===== src/rtl/seg7_pkg.sv =====
// Shared types, segment constants and helper functions for the
// seven-segment display controller.
package seg7_pkg;

    typedef enum logic [1:0] {
        IDLE   = 2'd0,
        CONV   = 2'd1,
        UPDATE = 2'd2
    } state_t;

    // Segment patterns are bit 6 = g ... bit 0 = a, active-low.
    localparam logic [6:0] SEG_BLANK = 7'b1111111;
    localparam logic [6:0] SEG_DASH  = 7'b0111111;

    function automatic logic [6:0] hex_to_seg(input logic [3:0] i_digit);
        logic [6:0] r;
        case (i_digit)
            4'h0:    r = 7'b1000000;
            4'h1:    r = 7'b1111001;
            4'h2:    r = 7'b0100100;
            4'h3:    r = 7'b0110000;
            4'h4:    r = 7'b0011001;
            4'h5:    r = 7'b0010010;
            4'h6:    r = 7'b0000010;
            4'h7:    r = 7'b1111000;
            4'h8:    r = 7'b0000000;
            4'h9:    r = 7'b0010000;
            4'hA:    r = 7'b0001000;
            4'hB:    r = 7'b0000011;
            4'hC:    r = 7'b1000110;
            4'hD:    r = 7'b0100001;
            4'hE:    r = 7'b0000110;
            default: r = 7'b0001110;
        endcase
        return r;
    endfunction

    // 10^n, wide enough for the largest legal digit count.
    function automatic logic [63:0] pow10(input int unsigned n);
        logic [63:0] r;
        r = 64'd1;
        for (int unsigned i = 0; i < n; i++) begin
            r = r * 64'd10;
        end
        return r;
    endfunction

endpackage


===== src/rtl/seg7_display_ctrl_if.sv =====
// Value-offer handshake between the result/debug bus and the display
// controller.
interface seg7_display_ctrl_if #(
    parameter int unsigned NUM_DIGITS = 4,
    parameter int unsigned DATA_W     = 14
);
    logic                  in_valid;
    logic                  in_ready;
    logic [DATA_W-1:0]     in_value;
    logic                  dec_mode;
    logic                  lzb;
    logic [NUM_DIGITS-1:0] dp_in;

    modport master (
        output in_valid,
        output in_value,
        output dec_mode,
        output lzb,
        output dp_in,
        input  in_ready
    );

    modport slave (
        input  in_valid,
        input  in_value,
        input  dec_mode,
        input  lzb,
        input  dp_in,
        output in_ready
    );
endinterface


===== src/rtl/seg7_bcd_conv.sv =====
// One combinational double-dabble step: add 3 to every BCD nibble >= 5,
// then shift {bcd, bin} left by one bit.
module seg7_bcd_conv #(
    parameter int unsigned NUM_DIGITS = 4,
    parameter int unsigned DATA_W     = 14
) (
    input  logic [4*NUM_DIGITS-1:0] i_bcd,
    input  logic [DATA_W-1:0]       i_bin,
    output logic [4*NUM_DIGITS-1:0] o_bcd,
    output logic [DATA_W-1:0]       o_bin
);
    localparam int unsigned BCD_W = 4 * NUM_DIGITS;

    logic [BCD_W-1:0] w_adj;

    // Per-nibble add-3 correction ahead of the shift.
    always_comb begin
        w_adj = i_bcd;
        for (int unsigned i = 0; i < NUM_DIGITS; i++) begin
            if (i_bcd[4*i +: 4] >= 4'd5) begin
                w_adj[4*i +: 4] = i_bcd[4*i +: 4] + 4'd3;
            end
        end
    end

    assign o_bcd = {w_adj[BCD_W-2:0], i_bin[DATA_W-1]};
    assign o_bin = {i_bin[DATA_W-2:0], 1'b0};

endmodule


===== src/rtl/seg7_display_ctrl.sv =====
// Multi-digit seven-segment display controller: accepts a value over a
// valid/ready handshake, optionally converts it to BCD, and drives
// registered active-low segment and decimal-point outputs.
module seg7_display_ctrl
    import seg7_pkg::*;
#(
    parameter int unsigned NUM_DIGITS = 4,
    parameter int unsigned DATA_W     = 14
) (
    input  logic                    clk,
    input  logic                    rst_n,
    seg7_display_ctrl_if.slave      bus,
    output logic [7*NUM_DIGITS-1:0] seg_o,
    output logic [NUM_DIGITS-1:0]   dp_o,
    output logic                    upd_o
);
    localparam int unsigned      BCD_W    = 4 * NUM_DIGITS;
    localparam int unsigned      CNT_W    = $clog2(DATA_W);
    localparam logic [CNT_W-1:0] CNT_LAST = CNT_W'(DATA_W - 1);
    localparam logic [63:0]      DEC_MAX  = pow10(NUM_DIGITS) - 64'd1;

    state_t                  r_state;
    state_t                  w_next;
    logic [BCD_W-1:0]        r_bcd;
    logic [DATA_W-1:0]       r_bin;
    logic [CNT_W-1:0]        r_cnt;
    logic                    r_ovf;
    logic                    r_lzb;
    logic [NUM_DIGITS-1:0]   r_dp;
    logic [7*NUM_DIGITS-1:0] r_seg;
    logic [NUM_DIGITS-1:0]   r_dpo;
    logic                    r_upd;

    logic                    w_accept;
    logic                    w_dec_ovf;
    logic                    w_hex_ovf;
    logic                    w_ovf;
    logic [BCD_W-1:0]        w_hex_digits;
    logic [BCD_W-1:0]        w_bcd_step;
    logic [DATA_W-1:0]       w_bin_step;
    logic [7*NUM_DIGITS-1:0] w_seg_next;
    logic [3:0]              w_nib;
    logic                    w_lead;

    assign bus.in_ready = (r_state == IDLE);
    assign w_accept     = bus.in_valid && bus.in_ready;
    assign w_dec_ovf    = (64'(bus.in_value) > DEC_MAX);

    // In hex mode the captured value is loaded straight into the digit
    // register, so both modes share the same display path.
    if (DATA_W > BCD_W) begin : g_hex_wide
        assign w_hex_ovf    = |bus.in_value[DATA_W-1:BCD_W];
        assign w_hex_digits = bus.in_value[BCD_W-1:0];
    end else begin : g_hex_narrow
        assign w_hex_ovf    = 1'b0;
        assign w_hex_digits = BCD_W'(bus.in_value);
    end

    assign w_ovf = bus.dec_mode ? w_dec_ovf : w_hex_ovf;

    seg7_bcd_conv #(
        .NUM_DIGITS (NUM_DIGITS),
        .DATA_W     (DATA_W)
    ) u_bcd_conv (
        .i_bcd (r_bcd),
        .i_bin (r_bin),
        .o_bcd (w_bcd_step),
        .o_bin (w_bin_step)
    );

    // State register.
    always_ff @(posedge clk) begin
        if (!rst_n) begin
            r_state <= IDLE;
        end else begin
            r_state <= w_next;
        end
    end

    // Next-state logic.
    always_comb begin
        w_next = r_state;
        unique case (r_state)
            IDLE: begin
                if (w_accept) begin
                    w_next = (bus.dec_mode && !w_ovf) ? CONV : UPDATE;
                end
            end
            CONV: begin
                if (r_cnt == CNT_LAST) begin
                    w_next = UPDATE;
                end
            end
            UPDATE:  w_next = IDLE;
            default: w_next = IDLE;
        endcase
    end

    // Segment patterns from the digit register, scanning from the most
    // significant digit down so leading zeros can be blanked.
    always_comb begin
        w_seg_next = '1;
        w_lead     = 1'b1;
        w_nib      = '0;
        for (int unsigned i = 0; i < NUM_DIGITS; i++) begin
            w_nib = r_bcd[4*(NUM_DIGITS-1-i) +: 4];
            if (r_ovf) begin
                w_seg_next[7*(NUM_DIGITS-1-i) +: 7] = SEG_DASH;
            end else if (r_lzb && w_lead && (w_nib == 4'd0) && (i != NUM_DIGITS - 1)) begin
                w_seg_next[7*(NUM_DIGITS-1-i) +: 7] = SEG_BLANK;
            end else begin
                w_seg_next[7*(NUM_DIGITS-1-i) +: 7] = hex_to_seg(w_nib);
            end
            if (w_nib != 4'd0) begin
                w_lead = 1'b0;
            end
        end
    end

    // Capture on accept, step the conversion, and latch outputs in UPDATE.
    always_ff @(posedge clk) begin
        if (!rst_n) begin
            r_bcd <= '0;
            r_bin <= '0;
            r_cnt <= '0;
            r_ovf <= 1'b0;
            r_lzb <= 1'b0;
            r_dp  <= '0;
            r_seg <= '1;
            r_dpo <= '1;
            r_upd <= 1'b0;
        end else begin
            r_upd <= 1'b0;
            unique case (r_state)
                IDLE: begin
                    if (w_accept) begin
                        r_ovf <= w_ovf;
                        r_lzb <= bus.lzb;
                        r_dp  <= bus.dp_in;
                        r_cnt <= '0;
                        if (bus.dec_mode) begin
                            r_bcd <= '0;
                            r_bin <= bus.in_value;
                        end else begin
                            r_bcd <= w_hex_digits;
                            r_bin <= '0;
                        end
                    end
                end
                CONV: begin
                    r_bcd <= w_bcd_step;
                    r_bin <= w_bin_step;
                    r_cnt <= r_cnt + CNT_W'(1);
                end
                UPDATE: begin
                    r_seg <= w_seg_next;
                    r_dpo <= ~r_dp;
                    r_upd <= 1'b1;
                end
                default: ;
            endcase
        end
    end

    assign seg_o = r_seg;
    assign dp_o  = r_dpo;
    assign upd_o = r_upd;

endmodule

===== src/flat_wrapper.sv =====
// flat-port wrapper written by rule: the top's interface ports become plain ports
module seg7_display_ctrl_flat import seg7_pkg::*;
#(
    parameter int unsigned NUM_DIGITS = 4,
    parameter int unsigned DATA_W     = 14
)
  (clk, rst_n, seg_o, dp_o, upd_o, bus_in_valid, bus_in_value, bus_dec_mode, bus_lzb, bus_dp_in, bus_in_ready);
  seg7_display_ctrl_if #(.NUM_DIGITS(NUM_DIGITS), .DATA_W(DATA_W)) bus_i ();
  input  logic clk;
  input  logic rst_n;
  output logic [7*NUM_DIGITS-1:0] seg_o;
  output logic [NUM_DIGITS-1:0] dp_o;
  output logic upd_o;
  input wire logic [$bits(bus_i.in_valid)-1:0] bus_in_valid;
  input wire logic [$bits(bus_i.in_value)-1:0] bus_in_value;
  input wire logic [$bits(bus_i.dec_mode)-1:0] bus_dec_mode;
  input wire logic [$bits(bus_i.lzb)-1:0] bus_lzb;
  input wire logic [$bits(bus_i.dp_in)-1:0] bus_dp_in;
  output wire logic [$bits(bus_i.in_ready)-1:0] bus_in_ready;
  assign bus_i.in_valid = bus_in_valid;
  assign bus_i.in_value = bus_in_value;
  assign bus_i.dec_mode = bus_dec_mode;
  assign bus_i.lzb = bus_lzb;
  assign bus_i.dp_in = bus_dp_in;
  assign bus_in_ready = bus_i.in_ready;
  seg7_display_ctrl #(.NUM_DIGITS(NUM_DIGITS), .DATA_W(DATA_W)) u_core (.clk(clk), .rst_n(rst_n), .bus(bus_i), .seg_o(seg_o), .dp_o(dp_o), .upd_o(upd_o));
endmodule

===== config.mk =====
export PLATFORM = sky130hd
export DESIGN_NAME = seg7_display_ctrl_flat
export DESIGN_NICKNAME = d
export VERILOG_FILES = /design/src/rtl/seg7_pkg.sv /design/src/rtl/seg7_display_ctrl_if.sv /design/src/rtl/seg7_bcd_conv.sv /design/src/rtl/seg7_display_ctrl.sv /design/src/flat_wrapper.sv
export SDC_FILE = /design/constraint.sdc
export NUM_CORES = 1
export LEC_CHECK = 0
export ABC_CLOCK_PERIOD_IN_PS = 4700
export BUFFER_PORTS_ARGS = -buffer_cell sky130_fd_sc_hd__buf_2
export CAP_MARGIN = 20
export CORE_MARGIN = 4
export CORE_UTILIZATION = 40
export DETAILED_ROUTE_END_ITERATION = 12
export HOLD_SLACK_MARGIN = 0.12
export RECOVER_POWER = 50
export SYNTH_ARGS = -nofsm -noshare
export SYNTH_HDL_FRONTEND = slang
export SYNTH_SLANG_ARGS = --single-unit

===== constraint.sdc =====
create_clock -name clk -period 4.7 [get_ports clk]
set_clock_uncertainty 0.05 [all_clocks]
set_input_delay 0.94 -clock clk [delete_from_list [all_inputs] [get_ports clk]]
set_output_delay 0.94 -clock clk [all_outputs]
set_load 0.01 [all_outputs]

==> flow_summary.ini, run 1 <==
[global_routing]
grt_pass1_vias = 4181
antenna_found_initial = 0
grt_pass1_wl_um = 21000
globalRouteTotalUtil_pct = 17.8
grt_max_degree = 47
overflow = 0

[power_and_ir_drop]
peakVddDrop_mv = 0.229
powerDensity_nw_per_um2 = 386
p_total_mw = 2.20
power_leakage_nw = 2.23

[timing]
report.final.slew_viol_count = 0
setup_ws_ns = 1.10
worst_pin_slew_ns = 1.13
fin_crit_ns = 3.60
rsz0062_at_grt = false
max_freq_mhz = 278
final_hold_viol_count = 0
max-slew-margin-rel_pct = 24.4
fin_tns_setup_ns = 0
period_share_pct = 76.6
setup_viol = 0

[final_layout]
multi_input_comb_area_um2 = 2710
diodes = 0
layout_commonest_cell = dfxtp_1
area_growth_syn_to_layout_pct = 12.3
n_fill_cell = 1242
final_cell_mix = dfxtp_1, nand2_1, nor2_1
nNetsFinal = 668
drive_gt1_share_pct = 9.30
seq_area_um2 = 2060

[worst_setup_path]
worst_setup_path_end_kind = register
worstPathArrival_ns = 3.76
crit_fanout = 25
r2r_slack_ns = 1.10
worstSetupPathType = reg2reg
critical_path.startpoint = u_core.r_state[0]
r2r_cells = 9
r2r_start = u_core.r_state[0]
cp_data_required_time_ns = 4.87
start_kind = register

[logic_synthesis]
ys_types = 73
synth_warnings = 0
yosys.area_share.simple_pct = 17.5
synth_top_family_by_area = compound AO/OA/AOI/OAI gates
synth_fp_nets = 630
netlist_instances = 570
synthAdderAreaFrac_pct = 9.11
synth-edff-count = 0
synth-main-ff-cell = dfxtp_1
async_flop_share_pct = 0
syn_area_um2 = 5080
ys_seq_area_share_pct = 40.6
synth_compound_area_share_pct = 23.9
ys_ff_latch = 103
synth_xor_area_share_pct = 0.517
syn_avg_cell_area_um2 = 8.91
yosys-mux-area-fraction_pct = 2.64

[cts]
cts_buffers = 9
cts.sinks = 103
post_cts_resized = 0
postCtsSetupBuffers = 0
clkTransAtPathRegs_ns = 0.07
clockBufferDepth = 2
htreeDepth = 3
ctsHoldBuffers = 0
cts_tree = yes
clockRootBuffer = clkbuf_16
worstSkewPairLatency_ns = 0.35

[place]
port_buffers = 56
post-place-ws_ns = 1.20
finalWeightedCongestion = 0.861
hpwlAfterDp_um = 8960

[drt]
routedWlPerCell_um = 16.1
top_layer = met4
met2_length_um = 5520
wirelength_um = 12600
via_count = 4377
avgViaCountPerCell = 5.60
drt-pass1-iter-count = 6
first_iter_violations = 298
wl_met3_um = 977
route.detailed.drc = 0
met1_length_um = 5900
ant_nets = 0

[min_path]
holdPathStages = 2
hp-class = reg2reg

[floorplan]
io_pins = 57
core-area_um2 = 12200
die_h_um = 121
initial_core_util_pct = 41.6
rows = 40
die-area_um2 = 14600
die_w_um = 121

[run]
cap_viol_max_count = 0

[outcome]
outcome = complete, no violations
power by group:
group	switching (mW)	leakage, nW	internal, mW
Clock	0.333	0.161	0.486
Combinational	0.236	1.23	0.148
Sequential	0.0511	0.844	0.950
Total	0.621	2.23	1.58
layer usage:
metal / global-route usage (%) / vias up
li1: - / 2170
met1: 24.4 / 2046
met2: 26.7 / 142
met3: 5.57 / 19
met4: 5.52 / 0
met5: 0 / -
cell families (layout without fill, tap and decap cells):
logic type	Yosys count	after routing
adders and majority gates	37	37
xor gates and xnor gates	3	3
muxes	12	12
buffers and inverters	68	111
AOI/OAI and AO/OA	165	165
DFF	103	103
and+or+nand+nor	182	182
final cells by class:
class                           count  share of cell area (%)
Inverter                           32                    2.11
Tap cell                          168                    3.68
Timing Repair Buffer               63                    4.82
Clock buffer                       11                    4.25
Sequential cell                   103                    36.1
Multi-Input combinational cell    399                    47.5
Clock inverter                      5                    1.51
per-stage QoR:
step | instances | area, µm² | hold slack, ns | utilization (%)
after floorplan | 570 | 5080 | 0.368 | -
after global placement | 765 | 5450 | 0.375 | 44.6
after detailed placement | 765 | 5450 | 0.382 | 44.6
after CTS | 781 | 5780 | 0.394 | 47.3
after global routing | 781 | 5710 | 0.416 | 46.7
final | 781 | 5710 | 0.394 | 46.7
cells in the mapped netlist (all sizes together) (6+ instances only):
| library cell | n | area (µm²) |
|---|---|---|
| a21oi | 28 | 144 |
| a222oi | 13 | 130 |
| a31oi | 6 | 37.5 |
| and2 | 8 | 50.1 |
| buf | 19 | 109 |
| clkbuf | 17 | 63.8 |
| dfxtp | 103 | 2060 |
| ha | 37 | 463 |
| inv | 32 | 120 |
| mux2i | 10 | 100 |
| nand2 | 61 | 231 |
| nand2b | 11 | 68.8 |
| nand3 | 13 | 65.1 |
| nor2 | 45 | 171 |
| nor2b | 8 | 50.1 |
| nor3 | 9 | 45.0 |
| o211ai | 10 | 88.8 |
| o21ai | 21 | 105 |
| o221ai | 6 | 58.8 |
| o22ai | 29 | 181 |
worst min path at each step:
| stage | startpoint | slack (ns) | end |
|---|---|---|---|
| floorplan | register | 0.37 | u_core.seg_o[10] |
| global placement | register | 0.37 | u_core.seg_o[11] |
| detailed placement | register | 0.38 | u_core.seg_o[16] |
| CTS | register | 0.39 | u_core.seg_o[23] |
| global route | register | 0.42 | u_core.seg_o[9] |
| finish | register | 0.39 | u_core.seg_o[16] |
critical path, stage by stage (launching register included):
cell      delay, ns
dfxtp_1        0.86
nor2b_1        0.25
clkbuf_1       0.86
nand4_1        0.22
o221ai_1       0.26
inv_1          0.17
ha_1           0.25
or3b_1         0.37
o31ai_1        0.07
a21oi_1        0.09
Note: power is estimated with default switching activity, not from simulation.
==> inputs of run 2 (changes only) <==
Settings changed: ABC_CLOCK_PERIOD_IN_PS 4700 to 3000.
Clock period 4.7 ns to 3 ns, I/O delays scaled along.
==> flow_summary.ini, run 2 (synthesis gave the netlist of run 1 again) <==
[timing]
final_hold_viol_count = 0
period_share_pct = 89.4
max-slew-margin-rel_pct = 12.6
max_freq_mhz = 373
fin_crit_ns = 2.68
setup_viol = 0
rsz0062_at_grt = false
report.final.slew_viol_count = 0
fin_tns_setup_ns = 0
worst_pin_slew_ns = 1.31

[min_path]
hp-class = reg2reg
holdPathStages = 2
hold_end = u_core.seg_o[15]

[power_and_ir_drop]
p_total_mw = 3.35
power_frac_seq_pct = 46.6
pwr-share-clk_pct = 34.1
swShare_pct = 29.5
power_leakage_nw = 2.32
peakVddDrop_mv = 0.260
p_sw_uw = 986
power.share.combinational_pct = 19.2
powerDensity_nw_per_um2 = 574
internal-power_mw = 2.36

[worst_setup_path]
worstSetupPathType = reg2reg
start_kind = register
r2r_slack_ns = 0.32
worst_setup_path_end_kind = register
critical_path_buf_inv_count = 3
worstPathArrival_ns = 2.83
cp_data_required_time_ns = 3.15
critical_path.cell_chain = buf_4 > o21ba_1 > nand2_1 > o221ai_1 > a21oi_1 > buf_4 > inv_1 > ha_1 > nor2b_1 > a211oi_1 > a21oi_1
crit_slowest_cell = dfxtp_1
cp_top_family = compound AO/OA/AOI/OAI gates
r2r_cells = 11
crit_fanout = 13
slowest_delay_ns = 0.63
r2r_start = u_core.r_state[1]

[global_routing]
grt_max_degree = 64
grtUsageMet2_pct = 26.5
grtUsageMet1_pct = 25.3
busiest_layer = met2
grt_pass1_wl_um = 20700
antenna_found_initial = 0
grtUsageMet3_pct = 2.81
globalRouteTotalUtil_pct = 17.6
grt_pass1_vias = 4096
overflow = 0

[floorplan]
io_pins = 57
rows = 40
die-area_um2 = 14600
die_h_um = 121
core-area_um2 = 12200
initial_core_util_pct = 41.6
die_w_um = 121

[cts]
clockBufferDepth = 2
cts.sinks = 103
clkTransAtPathRegs_ns = 0.07
cts_buffers = 9
cts_tree = yes
postCtsSetupBuffers = 0
worstSkewPairLatency_ns = 0.35
clockRootBuffer = clkbuf_16
htreeDepth = 3

[final_layout]
area_growth_syn_to_layout_pct = 14.7
seq_area_um2 = 2060
nNetsFinal = 687
drive_gt1_share_pct = 12.2
layout_commonest_cell = dfxtp_1
n_fill_cell = 1233
multi_input_comb_area_um2 = 2720
final_cell_mix = dfxtp_1, nand2_1, nor2_1
diodes = 0

[run]
cap_viol_max_count = 0

[drt]
route.detailed.drc = 0
wirelength_um = 12700
ant_nets = 0
avgViaCountPerCell = 5.57
routedWlPerCell_um = 15.9
via_count = 4458
first_iter_violations = 460
drt-pass1-iter-count = 8

[place]
port_buffers = 56
finalWeightedCongestion = 0.875
hpwlAfterDp_um = 9150

[outcome]
outcome = complete, no violations
[run 2: worst max path at each step]
stage	cells past startpoint	slack, ns	end	from
final	11	0.32	register	u_core.r_state[1]
after global routing	11	0.1	register	u_core.r_state[1]
after CTS	10	0.30	register	u_core.r_bcd[5]
after detailed placement	9	0.29	register	bus_in_valid
after global placement	11	0.36	register	bus_in_valid
after floorplan	9	0.34	register	bus_dec_mode
[run 2: per-stage QoR]
stage                     hold slack [ns]  setup WS [ns]  utilization [%]  cells  area (µm²)
after global placement              0.373          0.358             45.9    784        5610
final                               0.395          0.317             47.7    800        5830
after CTS                           0.393          0.299             48.3    800        5900
after floorplan                     0.368          0.341                -    570        5080
after global routing                0.413         0.0996             47.7    800        5830
after detailed placement            0.376          0.285             45.9    784        5610
[run 2: cell type report]
type	count	area share, %
multi-input cells	399	46.6
flip-flops and latches	103	35.4
repair buffers	82	7.28
clock buffers	11	4.34
well taps	168	3.61
inverters	32	2.06
clock inverters	5	0.666
[run 2: power groups by stage]
stage	combinational (mW)	clock, mW	sequential (mW)
after global routing	0.717	1.23	1.57
after global placement	0.642	0	1.59
final	0.644	1.14	1.56
after detailed placement	0.657	0	1.59
after floorplan	0.438	0	1.59
after CTS	0.660	1.17	1.56
[run 2: worst register-to-register path: stages (launching register included)]
cell	delay (ns)
dfxtp_1	0.63
buf_4	0.26
o21ba_1	0.27
nand2_1	0.13
o221ai_1	0.15
a21oi_1	0.16
buf_4	0.17
inv_1	0.08
ha_1	0.24
nor2b_1	0.14
a211oi_1	0.19
a21oi_1	0.07
[run 2: per-layer routing]
layer / up-vias / share of wire (%)
met5: - / 0
met2: 118 / 44
li1: 2200 / -
met4: 0 / 1.7
met3: 17 / 5.2
met1: 2123 / 49
[run 2: what timing repair did]
action / CTS / global route
resized for setup: 0 / 1
hold buffers: 0 / 0
setup endpoints to repair: 0 / 1
==> inputs of run 3 (changes only) <==
Settings changed: RECOVER_POWER 50 to default.
==> flow_summary.ini, run 3 (synthesis gave the netlist of run 1 again) <==
[outcome]
outcome = complete, no violations

[place]
port_buffers = 56
finalWeightedCongestion = 0.875
hpwlAfterDp_um = 9150
post-place-ws_ns = 0.285
placed_cells_incl_taps = 784

[cts]
cts.sinks = 103
clkTransAtPathRegs_ns = 0.07
ctsHoldBuffers = 0
htreeDepth = 3
cts_buffers = 9
clockBufferDepth = 2
worstSkewPairLatency_ns = 0.35
clockRootBuffer = clkbuf_16
cts_tree = yes

[timing]
rsz0062_at_grt = false
final_hold_viol_count = 0
setup_viol = 0
fin_crit_ns = 2.63
report.final.slew_viol_count = 0
worst_pin_slew_ns = 0.566
max-slew-margin-rel_pct = 62.3
period_share_pct = 87.8
max_freq_mhz = 380
fin_tns_setup_ns = 0
whs_ns = 0.393
setup_ws_ns = 0.366

[worst_setup_path]
r2r_start = u_core.r_bcd[13]
worstSetupPathType = reg2reg
critical_path.cell_chain = inv_1 > ha_1 > nand2b_1 > a21oi_1 > xnor2_1 > a21oi_1 > buf_4 > inv_1 > ha_1 > nor2b_1 > a211oi_1 > a21oi_1
slowest_delay_ns = 0.43
worst_setup_path_end_kind = register
critical_path.most_common_cell = a21oi_1
crit_slowest_cell = a21oi_1
worstPathArrival_ns = 2.80
cp_data_required_time_ns = 3.17
cp_top_family = compound AO/OA/AOI/OAI gates
crit_fanout = 6
start_kind = register
r2r_cells = 12
r2r_slack_ns = 0.37
critical_path_buf_inv_count = 3

[global_routing]
globalRouteTotalUtil_pct = 17.6
grt_max_degree = 64
grtUsageMet1_pct = 25.3
grt_pass1_vias = 4096
antenna_found_initial = 0
busiest_layer = met2
grt_pass1_wl_um = 20700
overflow = 0
grtUsageMet2_pct = 26.5
grtUsageMet3_pct = 2.81

[drt]
first_iter_violations = 452
avgViaCountPerCell = 5.62
ant_nets = 0
routedWlPerCell_um = 15.8
wirelength_um = 12600
route.detailed.drc = 0
drt-pass1-iter-count = 6
via_count = 4492

[min_path]
holdPathStages = 2
hp-class = reg2reg
hold_end = u_core.seg_o[15]

[final_layout]
drive_gt1_share_pct = 18.8
area_growth_syn_to_layout_pct = 16.2
instances_no_fill = 800
diodes = 0
layout_commonest_cell = dfxtp_1
final_cell_mix = dfxtp_1, nand2_1, buf_2
nNetsFinal = 687

[floorplan]
die_w_um = 121
rows = 40
die-area_um2 = 14600
initial_core_util_pct = 41.6
die_h_um = 121
core-area_um2 = 12200
io_pins = 57

[power_and_ir_drop]
powerDensity_nw_per_um2 = 569
peakVddDrop_mv = 0.260
power_leakage_nw = 2.38
p_total_mw = 3.36

[run]
cap_viol_max_count = 0
## run 3: cell types whose count changed in the layout (fill, tap and decap cells not counted), sizes merged
cell,before,now
clkbuf,51,11
buf,42,82
## run 3: worst max-delay path by stage
| stage | startpoint | endpoint | slack, ns | cells after the start |
|---|---|---|---|---|
| 6_report | u_core.r_bcd[13] | register | 0.37 | 12 |
| 5_1_grt | u_core.r_bcd[13] | register | 0.13 | 12 |
| 4_1_cts | u_core.r_bcd[5] | register | 0.30 | 10 |
| 3_5_place_dp | bus_in_valid | register | 0.29 | 9 |
| 3_3_place_gp | bus_in_valid | register | 0.36 | 11 |
| 2_1_floorplan | bus_dec_mode | register | 0.34 | 9 |
## run 3: what timing repair did
action | 4_1_cts | 5_1_grt
hold endpoints to repair | 0 | 0
setup endpoints to repair | 0 | 1
gates resized for setup | 0 | 1
setup buffers | 0 | 0
## run 3: layer usage
layer	routed length [µm]	share of wire, %	up-vias
li1	-	-	2201
met1	6180	49	2128
met2	5540	44	144
met3	682	5.4	19
met4	216	1.7	0
met5	0	0	-
## run 3: power by group
part / leakage [nW] / total [mW] / internal [mW] / switching (mW)
clock network: 0.143 / 1.14 / 0.616 / 0.526
logic: 1.40 / 0.662 / 0.275 / 0.387
registers: 0.844 / 1.56 / 1.49 / 0.0703
total: 2.38 / 3.36 / 2.38 / 0.984
## run 3: through the flow
step                util [%]  cell area, µm²
global placement        45.9            5610
finish                  48.3            5900
floorplan                  -            5080
CTS                     48.3            5900
detailed placement      45.9            5610
global route            48.3            5900
## run 3: final cells by class
| class | count | area (µm²) |
|---|---|---|
| flip-flops and latches | 103 | 2060 |
| clock inverters | 5 | 38.8 |
| inverters | 32 | 120 |
| well taps | 168 | 210 |
| fillers | 1215 | 6310 |
| multi-input cells | 399 | 2730 |
| repair buffers | 82 | 488 |
| clock buffers | 11 | 253 |
## run 3: worst reg2reg max path: stages, from the launching register on
cell and delay (ns):
dfxtp_1 0.36, inv_1 0.11, ha_1 0.19, nand2b_1 0.16, a21oi_1 0.43, xnor2_1 0.16, a21oi_1 0.18, buf_4 0.17
inv_1 0.08, ha_1 0.24, nor2b_1 0.14, a211oi_1 0.19, a21oi_1 0.07
